### config.mk
export PLATFORM = sky130hd
export DESIGN_NAME = rect_track_ctrl
export DESIGN_NICKNAME = d
export VERILOG_FILES = /design/src/rtl/rect_track_ctrl.sv
export SDC_FILE = /design/constraint.sdc
export NUM_CORES = 1
export LEC_CHECK = 0
export ABC_AREA = 1
export ABC_CLOCK_PERIOD_IN_PS = 2050
export CAP_MARGIN = 10
export CORE_MARGIN = 5
export CORE_UTILIZATION = 40
export CTS_CLUSTER_SIZE = 24
export DETAILED_ROUTE_END_ITERATION = 10
export GPL_TIMING_DRIVEN = 0
export PLACE_DENSITY_LB_ADDON = 0.08
export SYNTH_ARGS = -nofsm -noshare
export SYNTH_HDL_FRONTEND = slang
export SYNTH_SLANG_ARGS = --single-unit
### constraint.sdc
create_clock -name clk -period 2.05 [get_ports clk]
set_input_delay 0.41 -clock clk [delete_from_list [all_inputs] [get_ports clk]]
set_output_delay 0.41 -clock clk [all_outputs]
set_load 0.005 [all_outputs]
### src/rtl/rect_track_ctrl.sv
// Frame-rate rectangle tracker: qualifies per-frame detector boxes, runs a
// SEARCH/ACQUIRE/TRACK/LOST state machine and smooths the tracked box.
module rect_track_ctrl #(
    parameter int unsigned IMG_W       = 640,
    parameter int unsigned IMG_H       = 480,
    parameter int unsigned MIN_SIZE    = 8,
    parameter int unsigned ACQ_FRAMES  = 3,
    parameter int unsigned LOST_FRAMES = 5
) (
    input  logic       clk,
    input  logic       rst_n,
    input  logic       i_per_frame_vsync,
    input  logic       i_rect_flag,
    input  logic [9:0] i_rect_up,
    input  logic [9:0] i_rect_down,
    input  logic [9:0] i_rect_left,
    input  logic [9:0] i_rect_right,
    output logic [1:0] o_trk_state,
    output logic       o_trk_valid,
    output logic [9:0] o_box_up,
    output logic [9:0] o_box_down,
    output logic [9:0] o_box_left,
    output logic [9:0] o_box_right,
    output logic [9:0] o_trk_cx,
    output logic [9:0] o_trk_cy,
    output logic       o_frame_done
);

    localparam int unsigned CNT_MAX = (ACQ_FRAMES > LOST_FRAMES) ? ACQ_FRAMES : LOST_FRAMES;
    localparam int unsigned CW      = $clog2(CNT_MAX + 1);

    localparam logic [10:0]   IMG_W_L    = 11'(IMG_W);
    localparam logic [10:0]   IMG_H_L    = 11'(IMG_H);
    localparam logic [10:0]   MIN_L      = 11'(MIN_SIZE);
    // Count value at which one more hit/miss reaches the threshold
    localparam logic [CW-1:0] ACQ_LAST   = CW'(ACQ_FRAMES - 1);
    localparam logic [CW-1:0] LOST_LAST  = CW'(LOST_FRAMES - 1);

    typedef enum logic [1:0] {
        StSearch  = 2'd0,
        StAcquire = 2'd1,
        StTrack   = 2'd2,
        StLost    = 2'd3
    } state_t;

    function automatic logic [9:0] avg10(input logic [9:0] a, input logic [9:0] b);
        return 10'(({1'b0, a} + {1'b0, b}) >> 1);
    endfunction

    state_t        r_state, w_state_nxt;
    logic [CW-1:0] r_hit_cnt, w_hit_cnt_nxt;
    logic [CW-1:0] r_miss_cnt, w_miss_cnt_nxt;
    logic [9:0]    r_box_up, r_box_down, r_box_left, r_box_right;
    logic [9:0]    w_box_up_nxt, w_box_down_nxt, w_box_left_nxt, w_box_right_nxt;
    logic [9:0]    r_cx, r_cy;
    logic          r_vsync_d;
    logic          r_pipe_e1;
    logic          r_frame_done;

    logic          w_vsync_fall;
    logic          w_hit;
    logic [9:0]    w_width, w_height;
    logic [CW-1:0] w_hit_inc, w_miss_inc;

    assign w_vsync_fall = r_vsync_d & ~i_per_frame_vsync;

    assign w_width  = i_rect_right - i_rect_left;
    assign w_height = i_rect_down - i_rect_up;
    assign w_hit    = i_rect_flag
                    && (i_rect_right > i_rect_left)
                    && (i_rect_down > i_rect_up)
                    && ({1'b0, w_width} >= MIN_L)
                    && ({1'b0, w_height} >= MIN_L)
                    && ({1'b0, i_rect_right} < IMG_W_L)
                    && ({1'b0, i_rect_down} < IMG_H_L);

    assign w_hit_inc  = (r_hit_cnt == '1) ? r_hit_cnt : r_hit_cnt + CW'(1);
    assign w_miss_inc = (r_miss_cnt == '1) ? r_miss_cnt : r_miss_cnt + CW'(1);

    always_comb begin
        w_state_nxt     = r_state;
        w_hit_cnt_nxt   = r_hit_cnt;
        w_miss_cnt_nxt  = r_miss_cnt;
        w_box_up_nxt    = r_box_up;
        w_box_down_nxt  = r_box_down;
        w_box_left_nxt  = r_box_left;
        w_box_right_nxt = r_box_right;
        if (w_vsync_fall) begin
            unique case (r_state)
                // SEARCH and ACQUIRE share the threshold check since hit_cnt is 0 in SEARCH
                StSearch, StAcquire: begin
                    if (!w_hit) begin
                        w_state_nxt   = StSearch;
                        w_hit_cnt_nxt = '0;
                    end else if (r_hit_cnt == ACQ_LAST) begin
                        w_state_nxt     = StTrack;
                        w_hit_cnt_nxt   = '0;
                        w_miss_cnt_nxt  = '0;
                        w_box_up_nxt    = i_rect_up;
                        w_box_down_nxt  = i_rect_down;
                        w_box_left_nxt  = i_rect_left;
                        w_box_right_nxt = i_rect_right;
                    end else begin
                        w_state_nxt   = StAcquire;
                        w_hit_cnt_nxt = w_hit_inc;
                    end
                end
                StTrack, StLost: begin
                    if (w_hit) begin
                        w_state_nxt     = StTrack;
                        w_miss_cnt_nxt  = '0;
                        w_box_up_nxt    = avg10(r_box_up, i_rect_up);
                        w_box_down_nxt  = avg10(r_box_down, i_rect_down);
                        w_box_left_nxt  = avg10(r_box_left, i_rect_left);
                        w_box_right_nxt = avg10(r_box_right, i_rect_right);
                    end else if (r_miss_cnt == LOST_LAST) begin
                        w_state_nxt    = StSearch;
                        w_hit_cnt_nxt  = '0;
                        w_miss_cnt_nxt = '0;
                    end else begin
                        w_state_nxt    = StLost;
                        w_miss_cnt_nxt = w_miss_inc;
                    end
                end
                default: w_state_nxt = StSearch;
            endcase
        end
    end

    always_ff @(posedge clk or negedge rst_n) begin
        if (!rst_n) begin
            r_state     <= StSearch;
            r_hit_cnt   <= '0;
            r_miss_cnt  <= '0;
            r_box_up    <= '0;
            r_box_down  <= '0;
            r_box_left  <= '0;
            r_box_right <= '0;
        end else begin
            r_state     <= w_state_nxt;
            r_hit_cnt   <= w_hit_cnt_nxt;
            r_miss_cnt  <= w_miss_cnt_nxt;
            r_box_up    <= w_box_up_nxt;
            r_box_down  <= w_box_down_nxt;
            r_box_left  <= w_box_left_nxt;
            r_box_right <= w_box_right_nxt;
        end
    end

    always_ff @(posedge clk or negedge rst_n) begin
        if (!rst_n) begin
            r_vsync_d    <= 1'b0;
            r_pipe_e1    <= 1'b0;
            r_frame_done <= 1'b0;
            r_cx         <= '0;
            r_cy         <= '0;
        end else begin
            r_vsync_d    <= i_per_frame_vsync;
            r_pipe_e1    <= w_vsync_fall;
            r_frame_done <= r_pipe_e1;
            if (r_pipe_e1) begin
                r_cx <= avg10(r_box_left, r_box_right);
                r_cy <= avg10(r_box_up, r_box_down);
            end
        end
    end

    assign o_trk_state  = r_state;
    assign o_trk_valid  = (r_state == StTrack) || (r_state == StLost);
    assign o_box_up     = r_box_up;
    assign o_box_down   = r_box_down;
    assign o_box_left   = r_box_left;
    assign o_box_right  = r_box_right;
    assign o_trk_cx     = r_cx;
    assign o_trk_cy     = r_cy;
    assign o_frame_done = r_frame_done;

endmodule

* After elaboration in Yosys (flattened, before gate mapping)
Index checks and enable logic that the tools add are counted. Widths: inputs -> output; s select.
Word-level totals: register bits 71, output and inout port bits 64, logic and storage cells 90
Operators by class: $add $sub $neg 10, magnitude comparators 6, equal/unequal tests 14, multiplexer cells 33, bitwise logic cells 2, reductions and logical operators 13
Operator list (number):
- $mux 10 | 12
- $pmux 10 s2 | 4
- $add 10x10->11 | 6
- $mux 3 | 10
- $ge 10x4->1 const B | 2
- $gt 10x10->1 | 2
- $sub 10x10->10 | 2
- $pmux 3 s2 | 2
- $reduce_and 4->1 | 3
- $lt 10x10->1 const B | 1
- $lt 10x9->1 const B | 1
- $ne 2x2->1 const B | 5
- $eq 3x3->1 const B | 3
- $mux 2 | 4
- $ne 4x4->1 const B | 2
- $add 3x1->3 const B | 2
- $logic_and 1x1->1 | 6
- $eq 2x2->1 const B | 2
- $pmux 2 s2 | 1
- $reduce_or 2->1 | 2
- $eq 3x2->1 const B | 1
- $eq 2x1->1 const B | 1
- $logic_not 2->1 | 1
- $and 1x1->1 | 1
- 2 further kinds | 2

* Depth between registers and ports, before layout
word-level depth 9, mapped depth 18, mapped depth without buffers 18

* Least setup slack after synthesis
Ideal clock, no wire load.
path kind input to register, start point input i_rect_down[0], end point register r_hit_cnt[0], setup time 0.117 ns, arrival time 2.102 ns, setup slack -0.168 ns, stages 18, buffers on the path 0, cell sequence inv_1 -> ha_1 -> inv_1 -> fa_1 -> nand2_1 -> nand3_1 -> nand2_1 -> nand2_1 -> nand2_1 -> nand2_1 -> nor2_1 -> nand3_1 -> nand3_1 -> nand2_1 -> nand2_1 -> nand2_2 -> nand2_1 -> nand2_1
Between the ends: word-level cells in the longest chain between the ends 8
Ends and longest elaborated chain:
- from (decl) | RTL line 15 | input logic [9:0] i_rect_down,
- branches (longest 5 deep; another with $sub 10x10->10)
- $logic_and 1x1->1 (*) | RTL line 75 | && ({1'b0, i_rect_down} < IMG_H_L);
- $ne 4x4->1 (no source line) (tied with other cells)
- $reduce_and 4->1 (no source line) or $pmux 3 s2 (tied branches)
- to (signal assigned) | RTL line 141 | r_hit_cnt <= w_hit_cnt_nxt;
- to (decl) | RTL line 51 | logic [CW-1:0] r_hit_cnt, w_hit_cnt_nxt;
Mark *: on every way between the ends. A chain may end at the register's enable or synchronous reset.

* Worst setup path in the final report
start point input i_rect_right[0], end point register r_box_right[7] (netlist: o_box_right[7])
Between the ends: word-level cells in the longest chain between the ends 9
Ends and longest elaborated chain:
- from (decl) | RTL line 17 | input logic [9:0] i_rect_right,
- branches (longest 9 deep; another with $sub 10x10->10)
- to (signal assigned) | RTL line 146 | r_box_right <= w_box_right_nxt;
- to (decl) | RTL line 53 | logic [9:0] r_box_up, r_box_down, r_box_left, r_box_right;
Several ways; the timed one is not identified. The select of a mux whose other input is x is not followed.

==> results.tsv <==
stage	metric	value	unit
layout	Area Growth Syn to Fin	43.4	%
synthesis	post-synthesis mux area share	0	%
synthesis	Synth top area share	26.5	%
layout	most frequent cells in the layout	271 x nand2_1, 98 x inv_1, 66 x clkdlybuf4s50_1, 57 x dfrtp_1, 50 x o21ai_0	
setup_path	Worst setup EP type	flop	
clock_tree	clk_lat worst skew	0.34	ns
timing	final-report hold violation count	0	
setup_path	worst r2r src	o_box_right[2]	
clock_tree	root buffer cell	clkbuf_16	
placed_design	Port Buffers	107	
placed_design	Post-DP HPWL	16.5	mm
floorplanning	I/O Pins	108	
setup_path	Arrival @ worst endpoint	2.40	ns
synthesis	synth top area cells	dfrtp_1 27%, nand2_1 17%, ha_1 15%, inv_1 6.8%, o21ai_0 4.6%	
clock_tree	Sink Count	71	
setup_path	crit path kind	in -> reg	
setup_path	slowest CP cell	fa_2	
setup_path	reg2reg setup slack	-0.07	ns
min_path	worst min path class	in -> reg	
synthesis	Synth Cell Area	0.00670	mm^2
floorplanning	Die Area	0.0194	mm^2
layout	Filler Cell Count	1585	
synthesis	sequential area share after synthesis	26.5	%
setup_path	highest net fanout along the worst path	7	
timing	Setup TNS	-2.33	ns
layout	layout cell share with drive strength beyond 1	25.6	%
timing	fin worst setup slack	-0.124	ns
timing	Final Setup Violations	39	
power_and_ir_drop	total power divided by cell area	810	mW/mm^2
floorplanning	Core Area	0.0165	mm^2
clock_tree	Longest Clk Path Bufs	2	
routing	DRC Markers	0	
layout	layout net count	1263	
timing	Slew Limit Fails	0	
layout	most common cell after layout, fill and taps aside	nand2_1	
timing	fin crit period	2.17	ns
floorplanning	die extent in y	139	um
placed_design	Final GP Congestion	0.903	
status	failing checks	negative setup slack	
floorplanning	Die Wd	139	um
clock_tree	Reg clk slew, reported paths	0.06	ns
global_route	initial antenna violation count	0	
routing	initial DRC count	326	
min_path	hold_sp	i_rect_left[0]	
setup_path	crit path cell chain	buf_8 -> inv_4 -> ha_4 -> inv_4 -> fa_2 -> nand3_2 -> nand2_4 -> nand2_2 -> nand2_1 -> nor2_1 -> nand3_1 -> nor2_4 -> nand2_4 -> nand4_4 -> buf_12 -> buf_6 -> nor2_2 -> o21ai_1 -> nand2_1	
setup_path	CP peak stage delay	0.35	ns
synthesis	leading area contributor after synthesis	dfrtp_1	
power_and_ir_drop	P_leak	4.67	nW
routing	drt pass-1 iters	4	
global_route	total congestion overflow	0	
synthesis	Simple-Gate Fraction of Synth Area	28.8	%
synthesis	synthesis-stage register bit count	71	
setup_path	Critical Path RT	2.27	ns
routing	Routed WL	21.8	mm
synthesis	mean post-synth cell area	6.90	um^2
timing	Max Fclk	460	MHz
clock_tree	CTS tree	built	
synthesis	compound-cell area share of the yosys netlist	13.9	%
clock_tree	H-Tree Depth	3	
min_path	hold depth	3	
placed_design	pre-CTS WS	-1.14	ns
floorplanning	initial core utilization	40.5	%
synthesis	distinct cell type count after synthesis	34	
synthesis	Mapped Nets	1101	
synthesis	Yosys warnings	0	
routing	DR vias	6906	
setup_path	Startpoint Class	input pin	
timing	Rel. slew slack	55.4	%
timing	worst slew pin tran	0.670	ns
routing	Vias per Instance	5.09	
global_route	largest net degree at the start of global routing	55	
setup_path	reg2reg end	o_box_right[6]	
global_route	Total Routing Usage GR	22.4	%
global_route	vias in the first global route	6735	
layout	antenna cells	0	
synthesis	XOR/XNOR share of the synthesized area	4.71	%
timing	final worst path period share	106	%
synthesis	Synth Area in Adders	17.0	%
setup_path	Worst R2R Path Depth	10	
synthesis	largest family of logic cells by synthesized area	simple AND/OR/NAND/NOR gates	
flow_run	max-cap viol count	0	
clock_tree	cts bufs inserted	9	
routing	DR WL/cell	16.1	um
power_and_ir_drop	Max VDD drop	0.000470	V
status	status	finished with violations	
synthesis	cells after synthesis	971	
global_route	first-pass GRT wire length	35.1	mm
routing	post-route antenna net violation count	0	
floorplanning	row count	47	
setup_path	Worst setup startpoint	i_rect_right[0]	
timing	unrepaired setup endpoints after global routing	true	
min_path	Hold EP	o_box_left[0]	
timing	Setup Skew	0.00806	ns
-- per-layer routing --
metal  vias up  track usage [%]  part of all wire (%)
met5         -                0                     0
met4         0             7.42                   3.1
met3        33             3.57                   4.4
met2       180             37.9                    48
met1      3189             29.2                    44
li1       3504                -                     -
-- final cells by class --
type	instances	area, um^2	area share, %
Multi-Input combinational cell	753	5150	53.6
Clock inverter	3	65.1	0.677
Sequential cell	71	1790	18.7
Tap cell	220	275	2.87
Clock buffer	13	260	2.71
Inverter	125	499	5.20
Buffer	21	174	1.81
Timing Repair Buffer	152	1390	14.5
-- per-stage QoR --
step           std cells  utilization [%]  hold WS [ns]  instance area, um^2  power, mW
2_1_floorplan        971                -         0.114                 6780       4.06
4_1_cts             1347             55.5         0.333                 9180       7.48
3_5_place_dp        1299             49.3         0.306                 8150       5.48
5_1_grt             1358             58.1         0.368                 9600       8.38
6_report            1358             58.1         0.354                 9600       7.78
3_3_place_gp        1298             49.2         0.378                 8130       5.47
-- synthesized netlist by cell type --
| cell | n |
|---|---|
| nor3b_1 | 1 |
| o31ai_1 | 2 |
| dfrtp_1 | 71 |
| or2_2 | 8 |
| xnor2_1 | 11 |
| nor2_2 | 1 |
| fa_1 | 8 |
| o21ai_0 | 62 |
| nand3_1 | 57 |
| xor2_1 | 25 |
| nor3_1 | 9 |
| nand2_2 | 6 |
| nand2_1 | 312 |
| inv_4 | 1 |
| nor2_4 | 1 |
| clkinv_1 | 2 |
| inv_1 | 122 |
| o21ai_1 | 4 |
| clkbuf_1 | 14 |
| nand3b_1 | 1 |
| nand4_1 | 11 |
| o2111ai_1 | 1 |
| o21bai_1 | 6 |
| buf_6 | 7 |
| a21o_1 | 4 |
| or3b_1 | 1 |
| nand4_4 | 1 |
| a21oi_2 | 1 |
| buf_2 | 1 |
| ha_1 | 78 |
| nor2_1 | 56 |
| a31oi_1 | 3 |
| o211ai_1 | 23 |
| a21oi_1 | 60 |
-- timing repair --
item,CTS,global route
endpoints found under the setup margin,52,56
pin swaps,37,46
resized for setup,249,119
hold endpoints to repair,17,0
setup buffers,29,14
hold buffers,1,0
gates cloned,2,1
-- power breakdown --
group / switching [mW] / internal (mW)
registers: 0.384 / 1.71
clock network: 0.623 / 1.13
logic: 2.14 / 1.80
total: 3.14 / 4.64
-- worst max-delay path by stage --
stage / to / slack [ns]
global route: o_box_right[7] / -0.25
CTS: o_box_right[7] / -0.14
floorplan: o_trk_state[1] / -0.08
finish: o_box_right[7] / -0.12
detailed placement: o_trk_state[1] / -1.14
global placement: o_trk_cx[8] / -2.10
-- kinds of logic after synthesis --
kind of cell / count (synthesis)
buffers and inverters: 147
AO/OA/AOI/OAI: 166
adder cells (fa/ha/maj): 86
AND/OR/NAND/NOR: 465
XOR/XNOR: 36
flip-flops: 71
-- critical path, delay by kind of cell --
kind                       cells  cell delay [ns]
and+or+nand+nor               11             0.96
adders and majority gates      2             0.48
buffers and inverters          5             0.45
AOI/OAI and AO/OA              1             0.08
-- registers in the layout (all words and copies together), names as in the netlist --
signal and flops:
r_pipe_e1 1, o_box_left 10, o_trk_cy 10, o_trk_state 2, o_box_down 10, r_vsync_d 1
o_trk_cx 10, o_box_right 10, r_hit_cnt 3, o_box_up 10, r_miss_cnt 3, o_frame_done 1
Power figures use the tool's default switching activity.
